$ cat src/rtl/udp_tx_mux_pkg.sv
// Shared types and width helpers for the UDP transmit scheduler.
// Imported by udp_rr_arbiter and udp_tx_mux.
package udp_tx_mux_pkg;

    typedef enum logic [2:0] {IDLE, ARB, START, SEND, GAP} state_t;

    localparam int BYTE_NUM_W = 16;
    localparam int DATA_W     = 32;
    localparam int MAC_W      = 48;
    localparam int IP_W       = 32;
    localparam int PORT_W     = 16;

    function automatic int ch_idx_w(input int n);
        return (n <= 1) ? 1 : $clog2(n);
    endfunction

    // Width of a down-counter that must hold values up to max_val.
    function automatic int cnt_w(input int max_val);
        return (max_val <= 1) ? 1 : $clog2(max_val + 1);
    endfunction

endpackage

$ cat src/rtl/udp_rr_arbiter.sv
// Combinational round-robin pick: first set request at or after ptr, wrapping.
// Produces a one-hot grant, its index and a valid flag.
module udp_rr_arbiter
    import udp_tx_mux_pkg::*;
#(
    parameter int CH_NUM = 4,
    parameter int IDX_W  = 2
) (
    input  logic [CH_NUM-1:0] req,
    input  logic [IDX_W-1:0]  ptr,
    output logic [CH_NUM-1:0] grant,
    output logic [IDX_W-1:0]  idx,
    output logic              valid
);

    // Walk offsets from the far end so the closest request to ptr is written last.
    always_comb begin : pick
        int pos;
        grant = '0;
        idx   = '0;
        valid = 1'b0;
        pos   = 0;
        for (int off = CH_NUM - 1; off >= 0; off--) begin
            pos = (int'(ptr) + off) % CH_NUM;
            if (req[pos[IDX_W-1:0]]) begin
                grant                 = '0;
                grant[pos[IDX_W-1:0]] = 1'b1;
                idx                   = pos[IDX_W-1:0];
                valid                 = 1'b1;
            end
        end
    end

endmodule

$ cat src/rtl/udp_tx_mux.sv
// N-channel round-robin scheduler in front of a single udp_send engine, with gap and watchdog.
// Optional per-channel done/error counters when UDP_TX_MUX_STATS_EN is defined.
//
// state | meaning
// IDLE  | waiting for any ch_start_en
// ARB   | pick winner, latch its header fields, reject zero-length packets
// START | one-cycle tx_start_en to udp_send, grant held
// SEND  | word handshake routed to granted channel, watchdog running
// GAP   | enforced idle after packet end, grant cleared
module udp_tx_mux
    import udp_tx_mux_pkg::*;
#(
    parameter int CH_NUM      = 4,
    parameter int TIMEOUT_CYC = 65535,
    parameter int GAP_CYC     = 12
) (
    input  logic                       eth_txc,
    input  logic                       rst_n,
    input  logic [CH_NUM-1:0]          ch_start_en,
    input  logic [CH_NUM*BYTE_NUM_W-1:0] ch_byte_num,
    input  logic [CH_NUM*DATA_W-1:0]   ch_data,
    input  logic [CH_NUM*MAC_W-1:0]    ch_dest_mac,
    input  logic [CH_NUM*IP_W-1:0]     ch_dest_ip,
    input  logic [CH_NUM*PORT_W-1:0]   ch_dest_port,
    output logic [CH_NUM-1:0]          ch_req,
    output logic [CH_NUM-1:0]          ch_grant,
    output logic [CH_NUM-1:0]          ch_done,
    output logic [CH_NUM-1:0]          ch_err,
    output logic                       tx_start_en,
    output logic [BYTE_NUM_W-1:0]      tx_byte_num,
    output logic [DATA_W-1:0]          tx_data,
    output logic [MAC_W-1:0]           pc_mac_addr,
    output logic [IP_W-1:0]            pc_ip_addr,
    output logic [PORT_W-1:0]          pc_udp_port,
`ifdef UDP_TX_MUX_STATS_EN
    output logic [CH_NUM*16-1:0]       ch_pkt_cnt,
    output logic [CH_NUM*8-1:0]        ch_err_cnt,
`endif
    input  logic                       tx_req,
    input  logic                       tx_pkg_done
);

    localparam int IDX_W = ch_idx_w(CH_NUM);
    localparam int WD_W  = cnt_w(TIMEOUT_CYC);
    localparam int GAP_W = cnt_w(GAP_CYC);
    // Loaded one short so the abort lands TIMEOUT_CYC cycles after the start pulse cycle.
    localparam logic [WD_W-1:0]  WD_LOAD  = WD_W'(TIMEOUT_CYC - 1);
    localparam logic [GAP_W-1:0] GAP_LOAD = GAP_W'(GAP_CYC - 1);

    state_t              state;
    logic [IDX_W-1:0]    rr_ptr;
    logic [WD_W-1:0]     wd_cnt;
    logic [GAP_W-1:0]    gap_cnt;

    logic [CH_NUM-1:0]   arb_onehot;
    logic [IDX_W-1:0]    arb_idx;
    logic                arb_valid;
    logic [BYTE_NUM_W-1:0] sel_byte_num;
    logic [MAC_W-1:0]    sel_mac;
    logic [IP_W-1:0]     sel_ip;
    logic [PORT_W-1:0]   sel_port;

    udp_rr_arbiter #(.CH_NUM(CH_NUM), .IDX_W(IDX_W)) u_arb (
        .req   (ch_start_en),
        .ptr   (rr_ptr),
        .grant (arb_onehot),
        .idx   (arb_idx),
        .valid (arb_valid)
    );

    always_comb begin
        sel_byte_num = '0;
        sel_mac      = '0;
        sel_ip       = '0;
        sel_port     = '0;
        for (int i = 0; i < CH_NUM; i++) begin
            if (arb_onehot[i]) begin
                sel_byte_num = sel_byte_num | ch_byte_num[i*BYTE_NUM_W +: BYTE_NUM_W];
                sel_mac      = sel_mac      | ch_dest_mac[i*MAC_W +: MAC_W];
                sel_ip       = sel_ip       | ch_dest_ip[i*IP_W +: IP_W];
                sel_port     = sel_port     | ch_dest_port[i*PORT_W +: PORT_W];
            end
        end
    end

    // Grant is one-hot, so an AND-OR mux gives zero whenever nothing is granted.
    always_comb begin
        tx_data = '0;
        for (int i = 0; i < CH_NUM; i++) begin
            tx_data = tx_data | (ch_data[i*DATA_W +: DATA_W] & {DATA_W{ch_grant[i]}});
        end
    end

    assign ch_req = ch_grant & {CH_NUM{tx_req}};

    always_ff @(posedge eth_txc) begin
        if (!rst_n) begin
            state       <= IDLE;
            rr_ptr      <= '0;
            wd_cnt      <= '0;
            gap_cnt     <= '0;
            ch_grant    <= '0;
            ch_done     <= '0;
            ch_err      <= '0;
            tx_start_en <= 1'b0;
            tx_byte_num <= '0;
            pc_mac_addr <= '0;
            pc_ip_addr  <= '0;
            pc_udp_port <= '0;
        end else begin
            tx_start_en <= 1'b0;
            ch_done     <= '0;
            ch_err      <= '0;
            case (state)
                IDLE: begin
                    if (|ch_start_en) state <= ARB;
                end
                ARB: begin
                    if (arb_valid) begin
                        tx_byte_num <= sel_byte_num;
                        pc_mac_addr <= sel_mac;
                        pc_ip_addr  <= sel_ip;
                        pc_udp_port <= sel_port;
                        rr_ptr      <= (arb_idx == IDX_W'(CH_NUM - 1)) ? '0 : arb_idx + 1'b1;
                        if (sel_byte_num == '0) begin
                            ch_err  <= arb_onehot;
                            gap_cnt <= GAP_LOAD;
                            state   <= GAP;
                        end else begin
                            tx_start_en <= 1'b1;
                            ch_grant    <= arb_onehot;
                            state       <= START;
                        end
                    end else begin
                        state <= IDLE;
                    end
                end
                START: begin
                    wd_cnt <= WD_LOAD;
                    state  <= SEND;
                end
                SEND: begin
                    if (tx_pkg_done) begin
                        ch_done  <= ch_grant;
                        ch_grant <= '0;
                        gap_cnt  <= GAP_LOAD;
                        state    <= GAP;
                    end else if (wd_cnt == '0) begin
                        ch_err   <= ch_grant;
                        ch_grant <= '0;
                        gap_cnt  <= GAP_LOAD;
                        state    <= GAP;
                    end else begin
                        wd_cnt <= wd_cnt - 1'b1;
                    end
                end
                GAP: begin
                    if (gap_cnt == '0) state <= IDLE;
                    else               gap_cnt <= gap_cnt - 1'b1;
                end
                default: state <= IDLE;
            endcase
        end
    end

`ifdef UDP_TX_MUX_STATS_EN
    always_ff @(posedge eth_txc) begin
        if (!rst_n) begin
            ch_pkt_cnt <= '0;
            ch_err_cnt <= '0;
        end else begin
            for (int i = 0; i < CH_NUM; i++) begin
                if (ch_done[i]) ch_pkt_cnt[i*16 +: 16] <= ch_pkt_cnt[i*16 +: 16] + 16'd1;
                if (ch_err[i])  ch_err_cnt[i*8 +: 8]   <= ch_err_cnt[i*8 +: 8] + 8'd1;
            end
        end
    end
`endif

endmodule

$ cat config.mk
export PLATFORM = sky130hd
export DESIGN_NAME = udp_tx_mux
export DESIGN_NICKNAME = d
export VERILOG_FILES = /design/src/rtl/udp_tx_mux_pkg.sv /design/src/rtl/udp_rr_arbiter.sv /design/src/rtl/udp_tx_mux.sv
export SDC_FILE = /design/constraint.sdc
export NUM_CORES = 1
export LEC_CHECK = 0
export CAP_MARGIN = 20
export CORE_AREA = 2 2 290 292
export CTS_CLUSTER_DIAMETER = 200
export DETAILED_ROUTE_END_ITERATION = 10
export DIE_AREA = 0 0 292 294
export SYNTH_ARGS = -nofsm -noshare
export SYNTH_HDL_FRONTEND = slang
export SYNTH_SLANG_ARGS = --single-unit
export TNS_END_PERCENT = 50
$ cat constraint.sdc
create_clock -name eth_txc -period 11.2 [get_ports eth_txc]
set_input_delay 1.68 -clock eth_txc [delete_from_list [all_inputs] [get_ports eth_txc]]
set_output_delay 1.68 -clock eth_txc [all_outputs]
set_load 0.1 [all_outputs]
==> metrics.cfg <==
[synthesis]
avgSynthCellArea_um2 = 7.925
syn-instance-count = 1142
ys.flop_type = dfxtp_1
yosysSeqAreaShare = 0.3318
synth_top_family_by_area = compound AO/OA/AOI/OAI gates
synthDistinctLibCells = 53
synthArstFlopShare = 0
synth_warnings = 0
muxShareOfSynthArea = 0.01631
synth-xor-area-share = 0.01258
yosysMostFrequentCell = a22oi_1
yosysTopAreaCell = dfxtp_1
syn_nets = 1736
synthAdderAreaFrac = 0.01383
synth_edf_count = 0
synth_compound_gate_area_share = 0.4473
synth_area_um2 = 9050
synth_top_cells_by_count = a22oi_1, dfxtp_1, a31oi_1, o21ai_0, clkbuf_1
ys_ff_latch = 150
synth.top_cell.area_share = 0.3318
synth_top_cells_by_area = dfxtp_1, a22oi_1, a31oi_1, o21ai_0, clkbuf_1
synth-simple-area-share = 0.1125

[floorplanning]
ioPinCount = 745
die_width_um = 292
dieArea_um2 = 85850
core_um2 = 82890
num_rows = 106
die_h_um = 294
initial_core_util = 0.1092

[routing]
wl_per_cell_um = 20.54
drtAntennaViolNets = 0
via_count = 12274
firstDrtPassIters = 6
drc = 0
first_iter_violations = 761
via_per_inst = 4.243
totalWireLength_um = 59420

[placement]
io_buffers = 744
hpwl_um = 47060
placed_cell_area_um2 = 17420
gp_congestion = 0.8785

[sta]
finalHoldViolCount = 0
relSlewSlack = 0.2180
period_share = 0.4856
max_freq_mhz = 183.9
tightest_slew_ps = 1169
setup_tns_ps = 0
period_needed_ps = 5438
slew_violations = 0
fin_skew_ps = 17.90
finalSetupViolCount = 0
rsz0062_at_grt = false

[grt]
grt_pass1_wl_um = 83570
grt_max_degree = 165
overflow = 0
grt_pass1_vias = 12090
antenna_found_initial = 3
grt_usage = 0.1331

[worst_setup_path]
crit_arrival_ps = 3760
critPathKind = input pin to output pin
cp-start-kind = input pin
worstPathMaxFanout = 1
cp-end-kind = output pin
worstPathRequired_ps = 9520

[job]
maxCapViolations = 0

[pwr]
internal_power_w = 0.001590
pwr-share-clk = 0.186
p_sw_frac = 0.5388
ir_drop_mv = 0.09517
combPwrFrac = 0.617
power_leakage_nw = 6.216
p_switching_w = 0.001858
pwr_density_cell_nw_per_um2 = 191.0
p_seq_frac = 0.197

[run_status]
status = finished, final reports clean

[clocking]
cts_buffer_depth = 2
cts.sinks = 150
root_buffer = clkbuf_16
htree_levels = 4
path_clk_slew_ps = 80
post_cts_buffers = 0
cts_hold_buf = 0
cts_buffers = 17
post_cts_resize_count = 0
clk-insertion-delay-late_ps = 490
tritoncts = yes

[cells_and_area]
postLayoutCellArea_um2 = 18050
syn_to_final_growth_pct = 99.45
drive_above_1_share = 0.05025
fin_nets = 2392

[min_path]
hold_class = flop to flop

through the flow:
| step | hold WS (ps) | worst slack [ps] | power, W | utilization | instances |
|---|---|---|---|---|---|
| after floorplan | 451.2 | 6736 | 0.002106 | - | 1142 |
| after global placement | 462.0 | 5542 | 0.002813 | 0.2099 | 2858 |
| after detailed placement | 465.6 | 5409 | 0.002820 | 0.2101 | 2859 |
| after CTS | 478.1 | 5752 | 0.003495 | 0.2177 | 2891 |
| after global routing | 510.0 | 5713 | 0.003630 | 0.2178 | 2893 |
| final | 468.7 | 5762 | 0.003448 | 0.2178 | 2893 |
cell usage in the layout, fill, tap and decap left out, drive strengths merged, types with 7 or more instances in the layout:
| cell | n |
|---|---|
| o21ai | 107 |
| a21oi | 61 |
| a31oi | 106 |
| nand4 | 8 |
| inv | 26 |
| mux2i | 8 |
| clkdlybuf4s50 | 716 |
| o22ai | 7 |
| a22oi | 288 |
| nand3 | 26 |
| a222oi | 8 |
| dfxtp | 150 |
| nor2 | 37 |
| xnor2 | 7 |
| and2 | 17 |
| nor3 | 13 |
| buf | 42 |
| ha | 10 |
| clkbuf | 17 |
| nand2 | 78 |
final timing paths:
path / start / to / slack (ps) / depth (start not counted)
worst min-delay path: tx_byte_num[14]$_SDFFE_PN0P_ / tx_byte_num[14]$_SDFFE_PN0P_ / 470 / 2
worst max-delay path: ch_data[67] / tx_data[3] / 5760 / 4
worst min register to register: tx_byte_num[14]$_SDFFE_PN0P_ / tx_byte_num[14]$_SDFFE_PN0P_ / 470 / 2
worst max register to register: rr_ptr[0]$_SDFFE_PN0P_ / ch_grant[0]$_SDFFE_PN0P_ / 6110 / 11
per-layer routing:
layer | part of all wire | wire length (um) | track usage
met1 | 0.41 | 24190 | 0.1572
met2 | 0.47 | 28180 | 0.2222
met3 | 0.089 | 5284 | 0.04486
met4 | 0.030 | 1763 | 0.05029
met5 | 0 | 0 | 0
registers in the layout, indices dropped and copies added, names as in the netlist:
name / flops
ch_done: 4
pc_mac_addr: 48
pc_ip_addr: 32
gap_cnt: 4
pc_udp_port: 16
wd_cnt: 16
tx_byte_num: 16
ch_err: 4
tx_start_en: 1
state: 3
ch_grant: 4
rr_ptr: 2
logic make-up after synthesis:
logic type	after synthesis
AO/OA/AOI/OAI	605
XOR/XNOR	13
adder cells (fa/ha/maj)	10
buffers and inverters	139
flip-flops	150
multiplexers	13
AND/OR/NAND/NOR	212
critical path: stages:
cell	delay, ps
clkdlybuf4s50_1	400
a22oi_1	460
nand2_1	200
clkdlybuf4s50_1	1020
power groups by stage:
stage / Combinational, W / Clock, W / Sequential (W)
3_5_place_dp: 0.00213 / 0 / 0.000689
3_3_place_gp: 0.00213 / 0 / 0.000687
4_1_cts: 0.00214 / 0.000681 / 0.000678
6_report: 0.00213 / 0.000643 / 0.000679
2_1_floorplan: 0.000937 / 0 / 0.00117
5_1_grt: 0.00225 / 0.000694 / 0.000690
area by class of cell:
class                      instances  area (um2)
fill                            9227       64840
timing repair buffer             758        7507
multi-input combinational        853        5488
sequential                       150        3003
tap                             1080        1351
clock buffer                      17       425.4
clock inverter                    15       202.7
inverter                          18       67.56
antenna                            2       5.005
No activity file was read; power rests on OpenSTA's default activity.
